File: src/rtl/mc_ctrl_pkg.sv
// ---------------------------------------------------------------------------
// mc_ctrl_pkg
// Shared types and constants for the multi-cycle MIPS control unit:
//   - mcState_e : controller state encoding (also exported on state_o)
//   - OP_*      : opcode field values (IR[31:26]) the controller decodes
//   - ALUOP_*   : ALUOp codes
//   - SRCB_*    : ALUSrcB mux select codes
//   - PCSRC_*   : PCSource mux select codes
// ---------------------------------------------------------------------------
package mc_ctrl_pkg;

    typedef enum logic [3:0] {
        FETCH  = 4'd0,
        DECODE = 4'd1,
        MEMADR = 4'd2,
        MEMRD  = 4'd3,
        MEMWB  = 4'd4,
        MEMWR  = 4'd5,
        EXEC   = 4'd6,
        ALUWB  = 4'd7,
        BRANCH = 4'd8,
        JUMP   = 4'd9,
        TRAP   = 4'd15
    } mcState_e;

    localparam logic [5:0] OP_RTYPE = 6'd0;
    localparam logic [5:0] OP_LW    = 6'd35;
    localparam logic [5:0] OP_SW    = 6'd43;
    localparam logic [5:0] OP_BEQ   = 6'd4;
    localparam logic [5:0] OP_J     = 6'd2;

    localparam logic [1:0] ALUOP_ADD   = 2'b00;
    localparam logic [1:0] ALUOP_SUB   = 2'b01;
    localparam logic [1:0] ALUOP_FUNCT = 2'b10;

    localparam logic [1:0] SRCB_REG   = 2'b00;
    localparam logic [1:0] SRCB_FOUR  = 2'b01;
    localparam logic [1:0] SRCB_IMM   = 2'b10;
    localparam logic [1:0] SRCB_IMMSH = 2'b11;

    localparam logic [1:0] PCSRC_ALU    = 2'b00;
    localparam logic [1:0] PCSRC_ALUOUT = 2'b01;
    localparam logic [1:0] PCSRC_JUMP   = 2'b10;

    // True for the states that stall on the memory ready handshake.
    function automatic logic isWaitState(input mcState_e s);
        return (s == FETCH) || (s == MEMRD) || (s == MEMWR);
    endfunction

endpackage

File: src/rtl/mc_wait_timer.sv
// ---------------------------------------------------------------------------
// mc_wait_timer
// Counts consecutive stalled cycles in a memory-wait state and flags the
// cycle on which the stall reaches TIMEOUT_CYCLES. TIMEOUT_CYCLES = 0
// disables the timeout (expired is tied low).
//
// Ports:
//   clk     in   clock
//   rst     in   synchronous active-high reset, clears the count
//   clear   in   clear the count this edge (takes priority over tick)
//   tick    in   one stalled cycle; increments the count
//   expired out  tick is high and this is the TIMEOUT_CYCLES-th stalled cycle
// ---------------------------------------------------------------------------
module mc_wait_timer #(
    parameter int TIMEOUT_CYCLES = 255
) (
    input  logic clk,
    input  logic rst,
    input  logic clear,
    input  logic tick,
    output logic expired
);

    localparam int CW_RAW = $clog2(TIMEOUT_CYCLES + 1);
    localparam int CW     = (CW_RAW < 1) ? 1 : CW_RAW;

    generate
        if (TIMEOUT_CYCLES == 0) begin : gNoTimeout
            logic unusedInputs;
            assign unusedInputs = ^{clk, rst, clear, tick};
            assign expired      = 1'b0;
        end else begin : gTimeout
            localparam logic [CW-1:0] LAST = CW'(TIMEOUT_CYCLES - 1);

            logic [CW-1:0] count;

            always_ff @(posedge clk) begin
                if (rst || clear) begin
                    count <= '0;
                end else if (tick) begin
                    count <= count + CW'(1);
                end
            end

            // Count holds the number of stalled cycles already seen, so the
            // current cycle is the last allowed one when count == LAST.
            assign expired = tick && (count == LAST);
        end
    endgenerate

endmodule

File: src/rtl/mc_control_fsm.sv
// ---------------------------------------------------------------------------
// mc_control_fsm
// Multi-cycle MIPS control unit. Sequences the shared datapath over 3-5
// cycles per instruction with Moore outputs decoded from the state register.
// Memory-wait states (FETCH, MEMRD, MEMWR) stall on mem_ready; a stall of
// TIMEOUT_CYCLES consecutive cycles drops the controller into TRAP, which
// holds until rst.
//
// Build option: define MC_JUMP_EN to add the JUMP state (opcode 2).
// Without it opcode 2 traps and PCSource never takes the jump code.
//
// Ports:
//   clk          in   clock, rising edge
//   rst          in   synchronous active-high reset
//   opcode[5:0]  in   IR[31:26]
//   mem_ready    in   memory completed the current access this cycle
//   PCWrite      out  unconditional PC load
//   PCWriteCond  out  PC load qualified by ALU zero
//   IorD         out  memory address select (0 PC, 1 ALUOut)
//   MemRead      out  memory read request
//   MemWrite     out  memory write request
//   IRWrite      out  load IR from memory data
//   MemtoReg     out  register write data select (0 ALUOut, 1 MDR)
//   RegDst       out  destination select (0 rt, 1 rd)
//   RegWrite     out  register file write enable
//   ALUSrcA      out  ALU A select (0 PC, 1 A)
//   ALUSrcB[1:0] out  ALU B select
//   ALUOp[1:0]   out  ALU operation class
//   PCSource[1:0]out  PC source select
//   instr_done   out  pulse on the last cycle of each instruction
//   fault        out  high while in TRAP
//   state_o[3:0] out  current state, for debug
//
// state  | meaning
// FETCH  | read instruction at PC, PC <= PC+4 when memory ready
// DECODE | register read, branch target into ALUOut
// MEMADR | load/store effective address
// MEMRD  | load data read, waits on memory
// MEMWB  | load write-back to rt
// MEMWR  | store data write, waits on memory
// EXEC   | R-type ALU operation
// ALUWB  | R-type write-back to rd
// BRANCH | beq compare and conditional PC load
// JUMP   | jump PC load (MC_JUMP_EN builds only)
// TRAP   | illegal opcode/state or memory timeout, holds until rst
// ---------------------------------------------------------------------------
module mc_control_fsm
    import mc_ctrl_pkg::*;
#(
    parameter int TIMEOUT_CYCLES = 255
) (
    input  logic       clk,
    input  logic       rst,
    input  logic [5:0] opcode,
    input  logic       mem_ready,
    output logic       PCWrite,
    output logic       PCWriteCond,
    output logic       IorD,
    output logic       MemRead,
    output logic       MemWrite,
    output logic       IRWrite,
    output logic       MemtoReg,
    output logic       RegDst,
    output logic       RegWrite,
    output logic       ALUSrcA,
    output logic [1:0] ALUSrcB,
    output logic [1:0] ALUOp,
    output logic [1:0] PCSource,
    output logic       instr_done,
    output logic       fault,
    output logic [3:0] state_o
);

    mcState_e state;
    mcState_e nextState;

    logic waitState;
    logic timerClear;
    logic timerTick;
    logic timedOut;

    // Write enables before reset gating.
    logic pcWriteRaw;
    logic pcWriteCondRaw;
    logic memWriteRaw;
    logic irWriteRaw;
    logic regWriteRaw;

    always_ff @(posedge clk) begin
        if (rst) begin
            state <= FETCH;
        end else begin
            state <= nextState;
        end
    end

    // The count only matters while stalled in a wait state. Clearing it in
    // every non-wait cycle means it is already zero on entry to the next
    // wait state, and the only way out of a wait state with mem_ready low is
    // the timeout itself, so no separate state-change detect is needed.
    assign waitState  = isWaitState(state);
    assign timerTick  = waitState && !mem_ready;
    assign timerClear = !waitState || mem_ready;

    mc_wait_timer #(
        .TIMEOUT_CYCLES(TIMEOUT_CYCLES)
    ) uWaitTimer (
        .clk    (clk),
        .rst    (rst),
        .clear  (timerClear),
        .tick   (timerTick),
        .expired(timedOut)
    );

    always_comb begin
        nextState      = state;
        pcWriteRaw     = 1'b0;
        pcWriteCondRaw = 1'b0;
        memWriteRaw    = 1'b0;
        irWriteRaw     = 1'b0;
        regWriteRaw    = 1'b0;
        IorD           = 1'b0;
        MemRead        = 1'b0;
        MemtoReg       = 1'b0;
        RegDst         = 1'b0;
        ALUSrcA        = 1'b0;
        ALUSrcB        = SRCB_REG;
        ALUOp          = ALUOP_ADD;
        PCSource       = PCSRC_ALU;
        instr_done     = 1'b0;
        fault          = 1'b0;

        case (state)
            FETCH: begin
                MemRead  = 1'b1;
                ALUSrcB  = SRCB_FOUR;
                if (mem_ready) begin
                    irWriteRaw = 1'b1;
                    pcWriteRaw = 1'b1;
                    nextState  = DECODE;
                end else if (timedOut) begin
                    nextState = TRAP;
                end
            end

            DECODE: begin
                ALUSrcB = SRCB_IMMSH;
                case (opcode)
                    OP_RTYPE:     nextState = EXEC;
                    OP_LW, OP_SW: nextState = MEMADR;
                    OP_BEQ:       nextState = BRANCH;
`ifdef MC_JUMP_EN
                    OP_J:         nextState = JUMP;
`endif
                    default:      nextState = TRAP;
                endcase
            end

            MEMADR: begin
                ALUSrcA = 1'b1;
                ALUSrcB = SRCB_IMM;
                case (opcode)
                    OP_LW:   nextState = MEMRD;
                    OP_SW:   nextState = MEMWR;
                    default: nextState = TRAP;
                endcase
            end

            MEMRD: begin
                MemRead = 1'b1;
                IorD    = 1'b1;
                if (mem_ready) begin
                    nextState = MEMWB;
                end else if (timedOut) begin
                    nextState = TRAP;
                end
            end

            MEMWB: begin
                regWriteRaw = 1'b1;
                MemtoReg    = 1'b1;
                instr_done  = 1'b1;
                nextState   = FETCH;
            end

            MEMWR: begin
                memWriteRaw = 1'b1;
                IorD        = 1'b1;
                if (mem_ready) begin
                    instr_done = 1'b1;
                    nextState  = FETCH;
                end else if (timedOut) begin
                    nextState = TRAP;
                end
            end

            EXEC: begin
                ALUSrcA   = 1'b1;
                ALUOp     = ALUOP_FUNCT;
                nextState = ALUWB;
            end

            ALUWB: begin
                regWriteRaw = 1'b1;
                RegDst      = 1'b1;
                instr_done  = 1'b1;
                nextState   = FETCH;
            end

            BRANCH: begin
                ALUSrcA        = 1'b1;
                ALUOp          = ALUOP_SUB;
                pcWriteCondRaw = 1'b1;
                PCSource       = PCSRC_ALUOUT;
                instr_done     = 1'b1;
                nextState      = FETCH;
            end

`ifdef MC_JUMP_EN
            JUMP: begin
                pcWriteRaw = 1'b1;
                PCSource   = PCSRC_JUMP;
                instr_done = 1'b1;
                nextState  = FETCH;
            end
`endif

            TRAP: begin
                fault     = 1'b1;
                nextState = TRAP;
            end

            // Unused encodings (and JUMP when it is not built) are treated
            // as corruption and park in TRAP with all outputs quiet.
            default: begin
                nextState = TRAP;
            end
        endcase
    end

    // Architectural write enables are forced low during the reset cycle so a
    // reset arriving mid-instruction cannot leave a partial write behind.
    assign PCWrite     = pcWriteRaw     && !rst;
    assign PCWriteCond = pcWriteCondRaw && !rst;
    assign MemWrite    = memWriteRaw    && !rst;
    assign IRWrite     = irWriteRaw     && !rst;
    assign RegWrite    = regWriteRaw    && !rst;

    assign state_o = state;

endmodule
File: config.mk
export PLATFORM = sky130hd
export DESIGN_NAME = mc_control_fsm
export DESIGN_NICKNAME = d
export VERILOG_FILES = /design/src/rtl/mc_ctrl_pkg.sv /design/src/rtl/mc_wait_timer.sv /design/src/rtl/mc_control_fsm.sv
export SDC_FILE = /design/constraint.sdc
export NUM_CORES = 1
export LEC_CHECK = 0
export CAP_MARGIN = 25
export CORE_ASPECT_RATIO = 1.4
export CORE_UTILIZATION = 48
export DETAILED_ROUTE_END_ITERATION = 6
export PLACE_DENSITY = 0.85
export SLEW_MARGIN = 20
export SYNTH_ARGS = -nofsm -noshare
export SYNTH_HDL_FRONTEND = slang
export SYNTH_SLANG_ARGS = --single-unit
File: constraint.sdc
create_clock -name clk -period 3.1 [get_ports clk]
set_input_delay 0.62 -clock clk [delete_from_list [all_inputs] [get_ports clk]]
set_output_delay 0.62 -clock clk [all_outputs]
set_load 0.01 [all_outputs]
==> flow_metrics.tcl <==
set metrics [dict create \
    synth_warnings 0 \
    post-route-period-util 0.8951 \
    fin_crit_ps 2775 \
    status "complete, no violations" \
    post_drt_wl_per_cell_um 12.84 \
    cts_tree "built" \
    die_y_um 53.90 \
    crit_type "flop to output pin" \
    seq_area_frac_synth 0.2602 \
    grt_overflow 0 \
    dpl.hpwl_mm 1.633 \
    path_cells "nand2b_1, nand2_1, nor3_1, clkdlybuf4s50_1" \
    clk_latency_ps 280 \
    p_leak_uw 0.0004560 \
    grt_pass1_wl_mm 3.663 \
    routed_wl_mm 2.157 \
    crit_arrival_ps 2150 \
    slowest_delay_ps 730 \
    start_util 0.5190 \
    synth_area_um2 923.4 \
    grt_max_degree 21 \
    portBuffers 29 \
    vias 942 \
    p_per_area_mw_per_mm2 788.7 \
    synth_edf_count 0 \
    grt_util_all_layers 0.2510 \
    clock_path_buffers 2 \
    fmax_mhz 360.4 \
    synth_largest_area_cell "dfxtp_1" \
    holdWs_ps 501.7 \
    utilization 0.6871 \
    rsz0062_at_grt "no" \
    min_path_type "flop to flop" \
    cts-resized-gates 0 \
    gp_congestion 0.8239 \
    clk_pin_slew_worst_paths_ps 70 \
    rows 18 \
    synth_top_flop_cell "dfxtp_1" \
    antenna_found_initial 0 \
    nets 160 \
    slew_headroom 0.5760 \
    antenna_cells 0 \
    vias_per_cell 5.607 \
    core_mm2 0.001779 \
    synthCells 125 \
    clock_skew_ps 1.730 \
    critical_path_peak_fanout 20 \
    slowest_stage "dfxtp_1" \
    synth.top_cell.area_share 0.2602 \
    first_iter_violations 23 \
    ant_nets 0 \
    cts_setup_buffers 0 \
    synth_common_cells "17 x nor2_1, 12 x dfxtp_1, 8 x nand2_1, 8 x nor3_1, 7 x inv_1" \
    hold_viol 0 \
    maxSlewViolCount 0 \
    fin_setup_tns_ps 0 \
    fillCellCount 166 \
    tightest_slew_ps 635.2 \
    cts_buffers 3 \
    htree_levels 1 \
    synthTopCellsByArea "dfxtp_1 26%, nor2_1 6.9%, xor2_1 4.7%, nor3_1 4.3%, nand2b_1 3.4%" \
    clock_sinks 12 \
    dr.pass1.iters 4 \
    cts_root_buf "clkbuf_4" \
    io_pins 31 \
    crit_required_ps 2480 \
    drc 0 \
    die_w_um 39.07 \
    area_delta_synth_final_pct 32.38 \
    async_reset_ff_frac 0 \
    syn_area_per_cell_um2 7.387 \
    fin_total_pwr_uw 964.1 \
    yosysMostFrequentCell "nor2_1" \
    ir_drop_v 0.0004479 \
    dieArea_mm2 0.002106 \
    crit_path_start_kind "flop" \
    holdBufCountCts 0 \
    synth_fp_nets 136 \
    setup_viol 0 \
    drive_above_1_share 0.08108 \
    max_cap_viol_count 0 \
    ys_types 43 \
    grt_pass1_vias 872 \
    ys_ff_latch 12 \
    crit_path_end_kind "output pin" \
]
## cells in the final DEF (no fill, tap or decap), drive strengths merged, types with 3 or more instances in the layout
| cell type | count |
|---|---|
| nor3 | 8 |
| xor2 | 5 |
| nand2b | 5 |
| o21ai | 7 |
| nand3 | 5 |
| a211oi | 3 |
| dfxtp | 12 |
| inv | 7 |
| nor2 | 17 |
| a21oi | 3 |
| clkdlybuf4s50 | 29 |
| nand2 | 9 |
| clkbuf | 4 |
## through the flow
| stage | instances | instance area (um2) | worst slack, ps |
|---|---|---|---|
| 3_5_place_dp | 164 | 1186 | 397.9 |
| 4_1_cts | 168 | 1222 | 323.3 |
| 6_report | 168 | 1222 | 325.2 |
| 5_1_grt | 168 | 1222 | 184.1 |
| 3_3_place_gp | 164 | 1186 | 417.4 |
| 2_1_floorplan | 125 | 923.4 | 1132 |
## worst max-delay path, delay by kind of cell, from the launching register on
family | cells | cell delay [ps]
buf+inv | 1 | 580
flops | 1 | 730
simple gates | 3 | 570
## state kept, by name, summed over array words and instances (netlist names)
register                   count
state_o                        4
uWaitTimer.gTimeout.count      8
## final cells by class
class / count / area, um2 / share of cell area
inverters: 7 / 26.28 / 0.02149
repair buffers: 31 / 305.3 / 0.2497
flip-flops and latches: 12 / 240.2 / 0.1965
clock buffers: 4 / 36.28 / 0.02968
multi-input cells: 94 / 589.3 / 0.4821
well taps: 20 / 25.02 / 0.02047
## kinds of logic after synthesis
kind of cell    count (synthesis)  synth area share
compound gates                 25            0.2060
xor+xnor                        7           0.06640
flops                          12            0.2602
buf+inv                        19            0.1016
mux                             1           0.01084
fa+ha+maj                       2           0.02710
other cells                     1          0.004061
simple gates                   58            0.3239
## per-layer routing
layer	wire, um	part of all wire	track usage
met1	844	0.39	0.2583
met5	0	0	0
met4	48	0.022	0.1207
met3	79	0.037	0.02479
met2	1183	0.55	0.4806
## path summary, 6_finish.rpt
path / startpoint / slack [ps] / to / cells after the start
worst max-delay path: state_o[1] / 330 / RegWrite / 4
worst min-delay path: uWaitTimer.gTimeout.count[0] / 500 / uWaitTimer.gTimeout.count[0] / 1
worst max register to register: state_o[0] / 1200 / state_o[3] / 4
worst min register to register: uWaitTimer.gTimeout.count[0] / 500 / uWaitTimer.gTimeout.count[0] / 1
## report_power, final
part           internal [uW]  switching [uW]  leakage (uW)  total [uW]
Clock                   71.6            53.0     0.0000210         125
Combinational            308             261      0.000337         570
Sequential               180            89.8     0.0000978         270
No activity file was read; power rests on OpenSTA's default activity.
